**src/rtl/bus_xfer_pkg.sv**
```systemverilog
// Shared op-codes and sequencer state encoding for bus_xfer_engine.
package bus_xfer_pkg;

  localparam logic [1:0] OP_MOVE   = 2'b00;
  localparam logic [1:0] OP_LOADIN = 2'b01;
  localparam logic [1:0] OP_SWAP   = 2'b10;
  localparam logic [1:0] OP_CLEAR  = 2'b11;

  typedef enum logic [1:0] {
    IDLE = 2'd0,
    EX1  = 2'd1,
    EX2  = 2'd2,
    EX3  = 2'd3
  } state_e;

endpackage

```
**src/rtl/bus_xfer_engine_regn_en.sv**
```systemverilog
// WIDTH-bit load-enable register with asynchronous active-high reset.
module regN_en #(
  parameter int unsigned WIDTH = 8
) (
  input  logic             clk,
  input  logic             rst,
  input  logic             ld,
  input  logic [WIDTH-1:0] d,
  output logic [WIDTH-1:0] q
);

  always_ff @(posedge clk or posedge rst) begin
    if (rst)     q <= '0;
    else if (ld) q <= d;
  end

endmodule

```
**src/rtl/bus_xfer_engine.sv**
```systemverilog
// Command-driven transfer engine over NREG registers on a registered-select bus.
// Optional per-register even parity with par_err reporting: define BUS_PARITY_EN.
module bus_xfer_engine
  import bus_xfer_pkg::*;
#(
  parameter  int unsigned WIDTH = 8,
  parameter  int unsigned NREG  = 4,
  localparam int unsigned IDXW  = $clog2(NREG)
) (
  input  logic                  clk,
  input  logic                  rst,
  input  logic                  cmd_valid,
  output logic                  cmd_ready,
  input  logic [1:0]            cmd_op,
  input  logic [IDXW-1:0]       cmd_src,
  input  logic [IDXW-1:0]       cmd_dst,
  input  logic [NREG-1:0]       cmd_mask,
  input  logic [WIDTH-1:0]      in_data,
  output logic [NREG*WIDTH-1:0] regs_flat,
  output logic [WIDTH-1:0]      zbus,
  output logic                  busy,
  output logic                  done,
`ifdef BUS_PARITY_EN
  output logic                  par_err,
`endif
  output logic                  err
);

  localparam logic [IDXW:0] NREG_W = (IDXW+1)'(NREG);

  state_e            state_q, state_d;
  logic [1:0]        op_q, op_d;
  logic [IDXW-1:0]   src_q, src_d, dst_q, dst_d;
  logic [NREG-1:0]   mask_q, mask_d;
  logic [WIDTH-1:0]  data_q, data_d;
  logic              done_q, done_d, err_q, err_d, ready_q, ready_d;

  logic [WIDTH-1:0]  reg_q [NREG];
  logic [WIDTH-1:0]  tmp_q;
  logic [NREG-1:0]   reg_ld;
  logic              tmp_ld;
  logic [WIDTH-1:0]  bus, src_val, dst_val;
  logic              src_bad, dst_bad, cmd_bad;

`ifdef BUS_PARITY_EN
  logic [NREG-1:0]   par_q, par_d;
  logic              par_acc_q, par_acc_d, par_err_q, par_err_d;
  logic              src_par, dst_par, src_mis, dst_mis;
`endif

  for (genvar g = 0; g < NREG; g++) begin : g_reg
    regN_en #(.WIDTH(WIDTH)) u_reg (
      .clk (clk),
      .rst (rst),
      .ld  (reg_ld[g]),
      .d   (bus),
      .q   (reg_q[g])
    );
    assign regs_flat[g*WIDTH +: WIDTH] = reg_q[g];
  end

  regN_en #(.WIDTH(WIDTH)) u_tmp (
    .clk (clk),
    .rst (rst),
    .ld  (tmp_ld),
    .d   (bus),
    .q   (tmp_q)
  );

  // Register read selects driven only by captured command fields.
  always_comb begin
    src_val = '0;
    dst_val = '0;
`ifdef BUS_PARITY_EN
    src_par = 1'b0;
    dst_par = 1'b0;
`endif
    for (int i = 0; i < NREG; i++) begin
      if (src_q == IDXW'(i)) begin
        src_val = reg_q[i];
`ifdef BUS_PARITY_EN
        src_par = par_q[i];
`endif
      end
      if (dst_q == IDXW'(i)) begin
        dst_val = reg_q[i];
`ifdef BUS_PARITY_EN
        dst_par = par_q[i];
`endif
      end
    end
`ifdef BUS_PARITY_EN
    src_mis = (^src_val) != src_par;
    dst_mis = (^dst_val) != dst_par;
`endif
  end

  always_comb begin
    bus = '0;
    case (state_q)
      EX1: begin
        case (op_q)
          OP_MOVE, OP_SWAP: bus = src_val;
          OP_LOADIN:        bus = data_q;
          default:          bus = '0;
        endcase
      end
      EX2:     bus = dst_val;
      EX3:     bus = tmp_q;
      default: bus = '0;
    endcase
  end

  always_comb begin
    reg_ld = '0;
    tmp_ld = 1'b0;
    case (state_q)
      EX1: begin
        if (op_q == OP_SWAP) tmp_ld = 1'b1;
        else                 reg_ld = mask_q;
      end
      EX2: for (int i = 0; i < NREG; i++) reg_ld[i] = (src_q == IDXW'(i));
      EX3: for (int i = 0; i < NREG; i++) reg_ld[i] = (dst_q == IDXW'(i));
      default: reg_ld = '0;
    endcase
  end

  // Acceptance-time legality check on the raw command inputs.
  always_comb begin
    src_bad = {1'b0, cmd_src} >= NREG_W;
    dst_bad = {1'b0, cmd_dst} >= NREG_W;
    case (cmd_op)
      OP_MOVE: cmd_bad = src_bad || (cmd_mask == '0);
      OP_SWAP: cmd_bad = src_bad || dst_bad;
      default: cmd_bad = (cmd_mask == '0);
    endcase
  end

  always_comb begin
    state_d = state_q;
    op_d    = op_q;
    src_d   = src_q;
    dst_d   = dst_q;
    mask_d  = mask_q;
    data_d  = data_q;
    done_d  = 1'b0;
    err_d   = 1'b0;
    case (state_q)
      IDLE: begin
        if (cmd_valid) begin
          if (cmd_bad) begin
            err_d = 1'b1;
          end else begin
            op_d    = cmd_op;
            src_d   = cmd_src;
            dst_d   = cmd_dst;
            mask_d  = cmd_mask;
            data_d  = in_data;
            state_d = EX1;
          end
        end
      end
      EX1: begin
        if (op_q == OP_SWAP) begin
          state_d = EX2;
        end else begin
          state_d = IDLE;
          done_d  = 1'b1;
        end
      end
      EX2: state_d = EX3;
      EX3: begin
        state_d = IDLE;
        done_d  = 1'b1;
      end
      default: state_d = IDLE;
    endcase
    ready_d = (state_d == IDLE);
`ifdef BUS_PARITY_EN
    par_d = par_q;
    for (int i = 0; i < NREG; i++) begin
      if (reg_ld[i]) par_d[i] = ^bus;
    end
    // Accumulate source mismatches across the operation, report with done.
    case (state_q)
      IDLE:    par_acc_d = 1'b0;
      EX1:     par_acc_d = ((op_q == OP_MOVE) || (op_q == OP_SWAP)) && src_mis;
      EX2:     par_acc_d = par_acc_q | dst_mis;
      default: par_acc_d = par_acc_q;
    endcase
    par_err_d = done_d & par_acc_d;
`endif
  end

  always_ff @(posedge clk or posedge rst) begin
    if (rst) begin
      state_q   <= IDLE;
      op_q      <= OP_MOVE;
      src_q     <= '0;
      dst_q     <= '0;
      mask_q    <= '0;
      data_q    <= '0;
      done_q    <= 1'b0;
      err_q     <= 1'b0;
      ready_q   <= 1'b1;
`ifdef BUS_PARITY_EN
      par_q     <= '0;
      par_acc_q <= 1'b0;
      par_err_q <= 1'b0;
`endif
    end else begin
      state_q   <= state_d;
      op_q      <= op_d;
      src_q     <= src_d;
      dst_q     <= dst_d;
      mask_q    <= mask_d;
      data_q    <= data_d;
      done_q    <= done_d;
      err_q     <= err_d;
      ready_q   <= ready_d;
`ifdef BUS_PARITY_EN
      par_q     <= par_d;
      par_acc_q <= par_acc_d;
      par_err_q <= par_err_d;
`endif
    end
  end

  assign cmd_ready = ready_q;
  assign busy      = ~ready_q;
  assign done      = done_q;
  assign err       = err_q;
  assign zbus      = bus;
`ifdef BUS_PARITY_EN
  assign par_err   = par_err_q;
`endif

endmodule

```
**config.mk**
```make
export PLATFORM = sky130hd
export DESIGN_NAME = bus_xfer_engine
export DESIGN_NICKNAME = d
export VERILOG_FILES = /design/src/rtl/bus_xfer_pkg.sv /design/src/rtl/bus_xfer_engine_regn_en.sv /design/src/rtl/bus_xfer_engine.sv
export SDC_FILE = /design/constraint.sdc
export NUM_CORES = 1
export LEC_CHECK = 0
export CELL_PAD_IN_SITES_DETAIL_PLACEMENT = 1
export CELL_PAD_IN_SITES_GLOBAL_PLACEMENT = 2
export CORE_ASPECT_RATIO = 0.7
export CORE_MARGIN = 5
export CORE_UTILIZATION = 36
export CTS_CLUSTER_DIAMETER = 80
export DETAILED_ROUTE_END_ITERATION = 16
export PLACE_DENSITY = 0.82
export REMOVE_ABC_BUFFERS = 1
export SLEW_MARGIN = 15
export SYNTH_ARGS = -nofsm -noshare
export SYNTH_HDL_FRONTEND = slang
export SYNTH_HIERARCHICAL = 1
export SYNTH_SLANG_ARGS = --single-unit
export TNS_END_PERCENT = 30
```
**constraint.sdc**
```tcl
create_clock -name clk -period 2.86 [get_ports clk]
set_clock_uncertainty 0.05 [all_clocks]
set_input_delay 0.858 -clock clk [delete_from_list [all_inputs] [get_ports clk]]
set_output_delay 0.858 -clock clk [all_outputs]
set_load 0.05 [all_outputs]
```
After elaboration in Yosys (flattened, before gate mapping)
Index checks and enable logic that the tools add are counted.
{"block": "classes", "n_mux": 24, "eq_ne": 12, "n_bitwise": 2, "n_reduce_logical": 8}
{"op": "$mux 8", "n": 8}
{"op": "$pmux 8 s3", "n": 1}
{"op": "$eq 2x2->1 const B", "n": 8}
{"op": "$pmux 8 s2", "n": 1}
{"op": "$pmux 4 s3", "n": 1}
{"op": "$logic_not 2->1", "n": 5}
{"op": "$eq 2x1->1 const B", "n": 4}
{"op": "$pmux 2 s4", "n": 1}
{"op": "$mux 1", "n": 7}
{"op": "$mux 2", "n": 3}
{"op": "$logic_not 4->1", "n": 1}
{"op": "$mux 4", "n": 1}
{"op": "$reduce_and 3->1", "n": 1}
{"op": "$not 1->1", "n": 2}
{"op": "$pmux 1 s2", "n": 1}
{"op": "$reduce_or 2->1", "n": 1}
{"block": "totals", "in_bits": 21, "elab_cells": 60, "out_inout_bits": 44, "reg_bits": 63}

Longest topological paths before layout
Gate-level depths: netlist of the first run.
{"block": "logic_depth", "ltp_word": 7, "ltp_mapped": 7, "ltp_nobuf": 4}

Cells and area by module
The synthesis of the first run kept the hierarchy.
{"module": "bus_xfer_engine", "seq_area_each_um2": 576.8, "cells_each": 170, "n_inst": 1, "area_per_inst_um2": 1816.7}
{"module": "regN_en", "seq_area_each_um2": 200.2, "cells_each": 18, "n_inst": 5, "area_per_inst_um2": 335.3}

Least setup slack after synthesis of the first run
Ideal clock, no wire load.
{"block": "synth_path", "path_type": "register to output", "startpoint": "register g_reg[1].u_reg.q[6]", "endpoint": "output zbus[6]", "stages_incl_launch_ff": 4, "t_required_ns": 1.952, "arrival_time_ns": 1.934, "path_slack_ns": 0.018, "path_buffers": 0, "path_cell_list": "dfrtp_1 -> mux2_2 -> a221oi_1 -> o221ai_1"}
{"block": "synth_via", "elab_chain_cells": 5, "word_cells_on_any_way": 8, "cone_classes": "mux (8)"}
{"item": "from (decl)", "line": "bus_xfer_engine_regn_en.sv:9", "rtl": "output logic [WIDTH-1:0] q"}
{"item": "from (signal assigned)", "line": "bus_xfer_engine_regn_en.sv:13", "rtl": "if (rst) q <= '0;"}
{"item": "from (signal assigned)", "line": "bus_xfer_engine_regn_en.sv:14", "rtl": "else if (ld) q <= d;"}
{"item": "$mux 8 (3 in a row)", "line": "bus_xfer_engine.sv:79", "rtl": "if (src_q == IDXW'(i)) begin"}
{"item": "$pmux 8 s2", "line": "bus_xfer_engine.sv:102", "rtl": "case (op_q)"}
{"item": "$pmux 8 s3 (*)", "line": "bus_xfer_engine.sv:100", "rtl": "case (state_q)"}
{"item": "to (decl)", "line": "bus_xfer_engine.sv:20", "rtl": "output logic [WIDTH-1:0] zbus,"}
Every way passes the cells marked *; elsewhere a longest branch is shown, timed or not.

Final worst setup path of the first run
{"block": "layout_path", "startpoint": "register state_q[1]", "endpoint": "output zbus[0]"}
{"block": "layout_via", "elab_chain_cells": 2, "word_cells_on_any_way": 4, "cone_classes": "eq/ne (3); mux (1)"}
{"item": "from (decl)", "line": "bus_xfer_engine.sv:31", "rtl": "state_e state_q, state_d;"}
{"item": "from (signal assigned)", "line": "bus_xfer_engine.sv:212", "rtl": "state_q <= state_d;"}
{"item": "$eq 2x2->1 / $eq 2x1->1 (equally long branches)", "line": "bus_xfer_engine.sv:100"}
{"item": "$pmux 8 s3 (*)", "line": "bus_xfer_engine.sv:100"}
Marks and branches as above.

==> impl_results.md, run 1 <==
- Status: finished clean
- Ranking of synthesized cells by area: dfrtp_1, mux2_4, mux2i_1
- Area Growth Syn to Fin: 40.7%
- Core Rows: 30
- Mapped cell area: 3490 sq um
- Starting Density: 0.365
- Antenna diodes: 0
- WS Path Type: reg2out
- YS warnings: 6
- Ys async rst share: 1.00
- WL per Instance: 22.6 um
- Peak VDD IR: 0.546 mV
- Fin. max-slew vios: 0
- Final hold slack: 0.459 ns
- Longest Clk Path Bufs: 2
- Tot GR Track Use: 0.190
- Pleak: 0.00227 uW
- Share of the synthesized area in the top cell type: 0.444
- Sequential Area: 1580 sq um
- Pwr/cell area: 1260 nW/um^2
- Hold Fails Final Rpt: 0
- PortBufs: 64
- Crit share post-route: 0.996
- Slew margin rel.: 0.614
- Worst-Skew Late Latency: 0.34 ns
- Core region area: 9570 sq um
- Cell taking the most area after synthesis: dfrtp_1
- H-tree depth: 3
- WP data required: 1.95 ns
- Highest Clock Rate: 0.351 GHz
- Tmin final: 2.85 ns
- Layout cell share with drive strength beyond 1: 0.401
- Crit start category: flop
- Fin area: 4920 sq um
- EDFF count, synth: 0
- Avg Inst Size Synth: 13.4 sq um
- Placer Congestion: 0.808
- Design Power: 6190 uW
- Hpwl dp: 7.71 mm
- Top_reg_cell synth: dfrtp_1
- First-pass GRT wire length: 16.6 mm
- Root buf cell: clkbuf_16
- Worst-path clk slew: 0.06 ns
- Number of global-route vias before repair: 2795
- Placed cell area: 4500 sq um
- Drt pass-1 iters: 4
- Post-route ant nets: 0
- # clock sinks: 63
- Crit. End Element: output port
- TritonCTS Buffers: 9
- Nets: 373
- Crit-path max FO: 10
- Initial drt markers: 103
- Post-route DRC: 0
- DIE AREA: 11800 sq um
- Total length of routed wires: 11.0 mm
- Largest net degree at the start of global routing: 24
- Crit path DAT: 1.94 ns
- RSZ-0062 raised after global routing: yes
- Die height: 92.4 um
- Worst hold path class: reg2reg
- Die width: 128 um
- Post-synthesis register bit count: 63
- Cts hold-fix bufs: 0
- Detailed-route via count: 2557
- Area of the multi-input gates: 1810 sq um
- I/O Pins: 65
- Via/cell ratio: 5.27
- Grt total ovfl: 0
- Max-cap viol count: 0
- Worst-margin pin slew: 0.579 ns
- Synthesized instance count: 260
- Fraction of the yosys area taken by sequential cells: 0.452
- CTS tree: built
- Fillers: 975
- Initial antenna violation count: 0
- # setup viols final: 0
- Synth cell types: 41
metal layers:
layer | part of all wire | GRT usage
met1 | 0.46 | 0.261
met2 | 0.47 | 0.292
met3 | 0.059 | 0.0622
met4 | 0.0089 | 0.0442
met5 | 0 | 0
power by group:
group,internal (uW),switching (uW)
Combinational,1590,1820
Sequential,1260,347
Clock,770,396
sequential cells by signal (all words and copies together) (netlist names):
name,cells
cmd_ready,1
data_q,8
done,1
dst_q,2
err,1
g.u_reg/q,32
mask_q,4
op_q,2
src_q,2
state_q,2
u_tmp/q,8
through the flow:
stage	setup TNS, ns	setup WS [ns]	util	std cells
after floorplan	-12.72	-0.641	-	241
after CTS	-0.0176	-0.0176	0.507	481
final	0	0.0124	0.514	485
after detailed placement	0	0.144	0.470	464
after global placement	0	0.165	0.470	464
after global routing	-0.297	-0.0694	0.514	485
critical path, cell delays in order, from the launching register on:
cell,delay (ns)
dfrtp_2,0.46
or4b_4,0.65
o22ai_2,0.14
a211o_1,0.20
buf_12,0.15
cell usage after synthesis, drive strengths merged (2+ instances only):
| library cell | instances |
|---|---|
| and2 | 7 |
| mux2 | 59 |
| o21ai | 2 |
| a211o | 7 |
| a32oi | 2 |
| a31o | 8 |
| dfrtp | 62 |
| clkbuf | 5 |
| nor2 | 5 |
| buf | 14 |
| nand2 | 2 |
| mux2i | 32 |
| nand3 | 2 |
| nand2b | 2 |
| inv | 11 |
| nand3b | 2 |
| o22ai | 14 |
| nor2b | 5 |
final timing paths:
path                            startpoint                   to  slack (ns)  cells after the start
worst max-delay path            state_q[1]              zbus[0]        0.01                      4
worst min-delay path            u_tmp/q[7]           u_tmp/q[7]        0.46                      1
worst max register to register  state_q[1]  g_reg[2].u_reg/q[4]        0.77                      6
max in group asynchronous              rst            cmd_ready        1.36                      3
worst min register to register  u_tmp/q[7]           u_tmp/q[7]        0.46                      1
min in group asynchronous              rst           u_tmp/q[7]        0.97                      2
placed cells by master (no fill, tap or decap), types with 2 or more instances in the layout:
cell type / netlist / final
a211o_1: 7 / 7
a31o_2: 8 / 8
a32oi_1: 2 / 2
and2_1: 7 / 7
buf_12: 0 / 9
buf_4: 0 / 35
clkbuf_16: 0 / 9
clkbuf_8: 0 / 4
clkdlybuf4s50_1: 0 / 56
dfrtp_1: 62 / 60
dfrtp_2: 0 / 2
inv_1: 11 / 11
mux2_4: 58 / 58
mux2i_1: 32 / 32
nand2_1: 2 / 2
nand3_1: 2 / 2
nand3b_1: 2 / 2
nor2_1: 5 / 5
nor2b_1: 5 / 4
o21ai_0: 2 / 2
o22ai_1: 14 / 8
o22ai_2: 0 / 6
layout make-up:
cell class	instances	share of cell area
clock inverters	2	0.00764
clock buffers	14	0.0578
flip-flops and latches	63	0.321
repair buffers	100	0.204
well taps	128	0.0326
inverters	12	0.00916
multi-input cells	166	0.367
cell families after synthesis:
group           count (synthesis)  synth area share
compound gates                 42            0.0935
mux                            91             0.344
simple gates                   33            0.0605
flops                          63             0.452
buf+inv                        31            0.0501
repair_timing:
action                                  4_1_cts  5_1_grt
gates resized for setup                       6        6
endpoints found under the setup margin        8        8
setup buffers                                 1        4
pin swaps                                     4        8
(Power assumes the default switching activity.)
==> inputs of run 2 (changes only) <==
Settings changed: ABC_CLOCK_PERIOD_IN_PS set to 2860, HOLD_SLACK_MARGIN set to 0.15.
==> results of run 2 <==
Same layout as run 1: the final DEF is identical, and so are final timing and power.
==> inputs of run 3 (changes only) <==
Settings changed: CTS_CLUSTER_DIAMETER 80 to unset.
==> results of run 3 <==
Same layout as run 1: the final DEF is identical, and so are final timing and power.
